**config.mk**
```make
export PLATFORM = sky130hd
export DESIGN_NAME = jtpopeye_dma_sched
export DESIGN_NICKNAME = d
export VERILOG_FILES = /design/src/rtl/jtpopeye_dma_sched.sv
export SDC_FILE = /design/constraint.sdc
export NUM_CORES = 1
export LEC_CHECK = 0
export ABC_AREA = 1
export BUFFER_PORTS_ARGS = -buffer_cell sky130_fd_sc_hd__buf_4
export CORE_ASPECT_RATIO = 0.75
export CORE_MARGIN = 5
export CORE_UTILIZATION = 51
export DETAILED_ROUTE_END_ITERATION = 8
export GPL_TIMING_DRIVEN = 0
export HOLD_SLACK_MARGIN = 0.06
export PLACE_DENSITY = 0.91
export SYNTH_ARGS = -nofsm -noshare
export SYNTH_HDL_FRONTEND = slang
export SYNTH_SLANG_ARGS = --single-unit
```
**constraint.sdc**
```tcl
create_clock -name clk -period 1.7 [get_ports clk]
set_input_delay 0.34 -clock clk [delete_from_list [all_inputs] [get_ports clk]]
set_output_delay 0.34 -clock clk [all_outputs]
set_load 0.01 [all_outputs]
```
**src/rtl/jtpopeye_dma_sched.sv**
```systemverilog
// ---------------------------------------------------------------------------
// jtpopeye_dma_sched
//
// Once per frame, copies LEN bytes from main RAM to object RAM while the CPU
// is held off the bus. A VB rising edge (sampled on cen) with dma_en=1 starts
// the sequence IDLE -> REQ -> XFER -> REL -> IDLE.
//
// Parameters
//   AW   address width of the source and object RAMs
//   LEN  bytes per frame, 1 .. 2**AW
//
// Ports
//   clk, rst      system clock, synchronous active-high reset
//   cen           clock enable; every state change waits for cen=1
//   VB            vertical blank
//   dma_en        transfer enable, only looked at in IDLE
//   busrq_n       bus request to the CPU (low in REQ and XFER)
//   busak_n       bus acknowledge from the CPU
//   src_addr      main-RAM read address
//   src_data      main-RAM read data, one cen behind src_addr
//   dst_addr      object-RAM write address
//   dst_data      object-RAM write data
//   dst_we        object-RAM write strobe, one cen per byte
//   busy          high whenever the FSM is not in IDLE
//   done          one-cen pulse when the transfer completes
//   err           sticky bus-acknowledge timeout flag
//                 (JTPOPEYE_DMA_TIMEOUT_EN builds only)
//
// Build option
//   JTPOPEYE_DMA_TIMEOUT_EN: give up the request after 64 cens without an
//   acknowledge, raise err and go back to IDLE without a done pulse.
// ---------------------------------------------------------------------------
module jtpopeye_dma_sched #(
   parameter int AW  = 10,
   parameter int LEN = 384
) (
   input  logic          clk,
   input  logic          rst,
   input  logic          cen,
   input  logic          VB,
   input  logic          dma_en,
   output logic          busrq_n,
   input  logic          busak_n,
   output logic [AW-1:0] src_addr,
   input  logic [7:0]    src_data,
   output logic [AW-1:0] dst_addr,
   output logic [7:0]    dst_data,
   output logic          dst_we,
   output logic          busy,
   output logic          done
`ifdef JTPOPEYE_DMA_TIMEOUT_EN
   ,
   output logic          err
`endif
);

   // The counter is one bit wider than the address so k can reach LEN=2**AW.
   localparam logic [AW:0]   LEN_K = LEN[AW:0];
   localparam logic [AW:0]   ONE_K = {{AW{1'b0}}, 1'b1};
   localparam logic [AW-1:0] ONE_A = {{(AW-1){1'b0}}, 1'b1};

   typedef enum logic [1:0] {
      IDLE = 2'd0,
      REQ  = 2'd1,
      XFER = 2'd2,
      REL  = 2'd3
   } state_t;

   state_t      state, nxt;
   logic [AW:0] k;          // byte counter
   logic        rd_vld;     // a read was issued on the previous cen
   logic [7:0]  data_buf;   // holds a read result across a bus pause
   logic        vb_last;    // VB at the previous cen
   logic        act;        // a cen on which the bus is ours
   logic        vb_rise;

`ifdef JTPOPEYE_DMA_TIMEOUT_EN
   logic [5:0]  to_cnt;
   logic        to_hit;
   assign to_hit = cen && busak_n && (to_cnt == 6'd63);
`endif

   assign act     = cen && !busak_n;
   assign vb_rise = cen && VB && !vb_last;

   // ---------------------------------------------------------------------
   // State register and datapath
   // ---------------------------------------------------------------------
   always_ff @(posedge clk) begin
      if (rst) begin
         state    <= IDLE;
         k        <= '0;
         rd_vld   <= 1'b0;
         data_buf <= 8'd0;
         vb_last  <= 1'b1;   // VB already high at reset release is not an edge
`ifdef JTPOPEYE_DMA_TIMEOUT_EN
         to_cnt   <= 6'd0;
         err      <= 1'b0;
`endif
      end else begin
         state <= nxt;

         if (cen) begin
            vb_last <= VB;
            // src_data is only valid for the cen right after a read. If the
            // bus pauses in between, keep that byte for the delayed write.
            if (rd_vld) data_buf <= src_data;
            rd_vld <= (state == XFER) && !busak_n && (k < LEN_K);
         end

         if (state == XFER) begin
            if (act) k <= k + ONE_K;
         end else begin
            k <= '0;
         end

`ifdef JTPOPEYE_DMA_TIMEOUT_EN
         if (state == REQ) begin
            if (cen) to_cnt <= to_cnt + 6'd1;
            if (to_hit) err <= 1'b1;
         end else begin
            to_cnt <= 6'd0;
         end
`endif
      end
   end

   // ---------------------------------------------------------------------
   // Next state and outputs
   // ---------------------------------------------------------------------
   always_comb begin
      nxt      = state;
      busrq_n  = 1'b1;
      busy     = 1'b1;
      done     = 1'b0;
      dst_we   = 1'b0;
      src_addr = k[AW-1:0];
      dst_addr = k[AW-1:0] - ONE_A;
      // The write at k uses the read issued at k-1: straight from the RAM
      // when it arrived on this cen, otherwise from the pause buffer.
      dst_data = rd_vld ? src_data : data_buf;

      case (state)
         IDLE: begin
            busy = 1'b0;
            if (vb_rise && dma_en) nxt = REQ;
         end
         REQ: begin
            busrq_n = 1'b0;
            if (act) nxt = XFER;
`ifdef JTPOPEYE_DMA_TIMEOUT_EN
            else if (to_hit) nxt = IDLE;
`endif
         end
         XFER: begin
            busrq_n = 1'b0;
            // k=0 only issues the first read; k=LEN only writes the last byte
            dst_we  = act && (k != '0) && !rst;
            if (act && (k == LEN_K)) nxt = REL;
         end
         REL: begin
            done = cen && !rst;
            if (cen) nxt = IDLE;
         end
         default: nxt = IDLE;
      endcase
   end

endmodule

```
==> metrics.txt <==
status complete, but fails checks; failing checks negative setup slack; Post-Syn Nets 245; final net count 311; Layout area overhead 43.0%; Netlist cell types 26; Die ar. 0.00410 mm2; Initial Util 0.517; Num CTS Buffers 3; WP data arrival 1.46 ns; root buffer cell clkbuf_8; CTS tree done; Via Count 1609; Fin. Hold Viols 0; PortBufs 45; pre-CTS WS 0.0142 ns; vias per std cell 4.92; Worst setup SP type flop; Mapped Area 0.00149 mm2; Die Width 72.3 um; DR iter-0 viols 106; max-cap check violation count 0; synth top area cells dfxtp_1 31%, inv_1 11%, nand2_1 11%; Tot GR Track Use 0.192; latest clock arrival within the worst-skew pair 0.27 ns; # IOs 46; drt drc 0; crit path max fanout 4; PnR Total Power 1.61 mW; CP Class flop to output pin; Clock Sinks 23; final worst slack -0.105 ns; Ant. Diodes 0; largest net degree at the start of global routing 14; period utilization 1.06; share of layout cells above drive strength 1 0.381; Crit path required time 1.36 ns; Leak 1.06 nW; cell taking the most area after synthesis dfxtp_1; WL final 4160 um; total negative setup slack -0.460 ns; sequential area share after synthesis 0.310; initial antenna violation count 0; Min-Delay Path Class primary input to flop; register bit total from synthesis 23; critical path capture point type output pin; Rows 17; Worst Max-Slew Pin Slew 0.436 ns; Clock Path Buffers 2; pwr dens 760 mW/mm2; syn_area_per_cell 6.63 um2; FMAX 0.554 GHz; Clock Pin Slew Worst Setup and Hold Paths 0.09 ns; skew final 0.00937 ns; Synth Warn # 0; DRT Pass-1 Iters 4; Slew Limit Headroom 0.709; Final min period 1.80 ns; ys flop type dfxtp_1; RSZ-0062 raised after global routing yes; CTS H-Tree Depth 1; most frequent cells after synthesis 42 x inv_1, 42 x nand2_1, 23 x dfxtp_1; EDFF count, synth 0; core region area 0.00287 mm2; asr flop ratio synth 0; Die H 56.7 um; Slew Limit Fails 0; HPWL Detailed 2710 um; number of global-route vias before repair 1482; Post-Synthesis Cells 224; Antenna Nets Post-Route 0; Routed wire per std cell 12.7 um; hold_buf cts 0; Peak VDD IR 0.730 mV; global route overflow 0; Placer Congestion 0.802; first-pass GRT wire length 6310 um; Final setup viols 7; Yosys top cell area share 0.310
-- cell usage in the layout (no fill, tap or decap), types with 5 or more instances in the layout --
cell and instances:
a21oi_1 16, inv_1 40, buf_4 69, ha_1 6, nor2_1 16, o21ai_1 20, dfxtp_1 17, xor2_1 6
nor2_2 7, nand2_1 39, nand3_1 5
-- final timing paths --
path	from	endpoint	slack [ns]	cells after the start
worst min-delay path	VB	vb_last	0.32	3
worst min register to register	vb_last	vb_last	0.49	2
worst max register to register	state[0]	k[3]	0.19	6
worst max-delay path	k[0]	dst_we	-0.10	8
-- kinds of logic (layout without fill, tap and decap cells) --
kind of cell,after synthesis,in the layout,share of synthesized area
AND/OR/NAND/NOR,84,84,0.261
buffers and inverters,61,126,0.184
AO/OA/AOI/OAI,43,43,0.150
flip-flops,23,23,0.310
adder cells (fa/ha/maj),7,7,0.0590
XOR/XNOR,6,6,0.0354
-- report_power, final --
part           switching, mW  internal, mW  total (mW)
clock                  0.175         0.164       0.339
sequential            0.0322         0.580       0.612
combinational          0.364         0.298       0.663
-- sequential cells by signal, summed over array words and instances (netlist names) --
signal / flops
k: 11
data_buf: 8
state: 2
rd_vld: 1
vb_last: 1
-- per-stage QoR --
stage	hold slack, ns	instances	utilization	area (um2)
after detailed placement	0.510	307	0.651	1870
final	0.325	327	0.740	2120
after CTS	0.324	323	0.719	2060
after global routing	0.342	327	0.740	2120
after global placement	0.471	307	0.651	1870
after floorplan	0.456	224	-	1490
-- area by class of cell --
class                      instances  area (um2)
inverter                          48         190
tap                               38        47.5
timing repair buffer              61         465
clock inverter                     1        5.00
multi-input combinational        140         811
sequential                        23         473
clock buffer                       3        41.3
fill                             212         747
buffer                            13        91.3
-- what timing repair did --
item                                    CTS  global route
hold endpoints to repair                  0             0
setup buffers                            12             4
pin swaps                                 8             7
gates resized for setup                  22             9
endpoints found under the setup margin   11            12
-- worst max-delay path, cell delays in order (launching register included) --
cell and delay [ns]:
dfxtp_4 0.36, inv_4 0.08, ha_4 0.15, nand2_4 0.06, nor2_4 0.09, nand4_1 0.11
o21ai_1 0.14, nor2_1 0.07, buf_4 0.14
-- routing by layer --
layer,GRT usage,vias up,part of all wire
li1,-,819,-
met1,0.233,719,0.39
met2,0.323,61,0.52
met3,0.0358,10,0.061
met4,0.0938,0,0.023
met5,0,-,0
No activity file was read; power rests on OpenSTA's default activity.
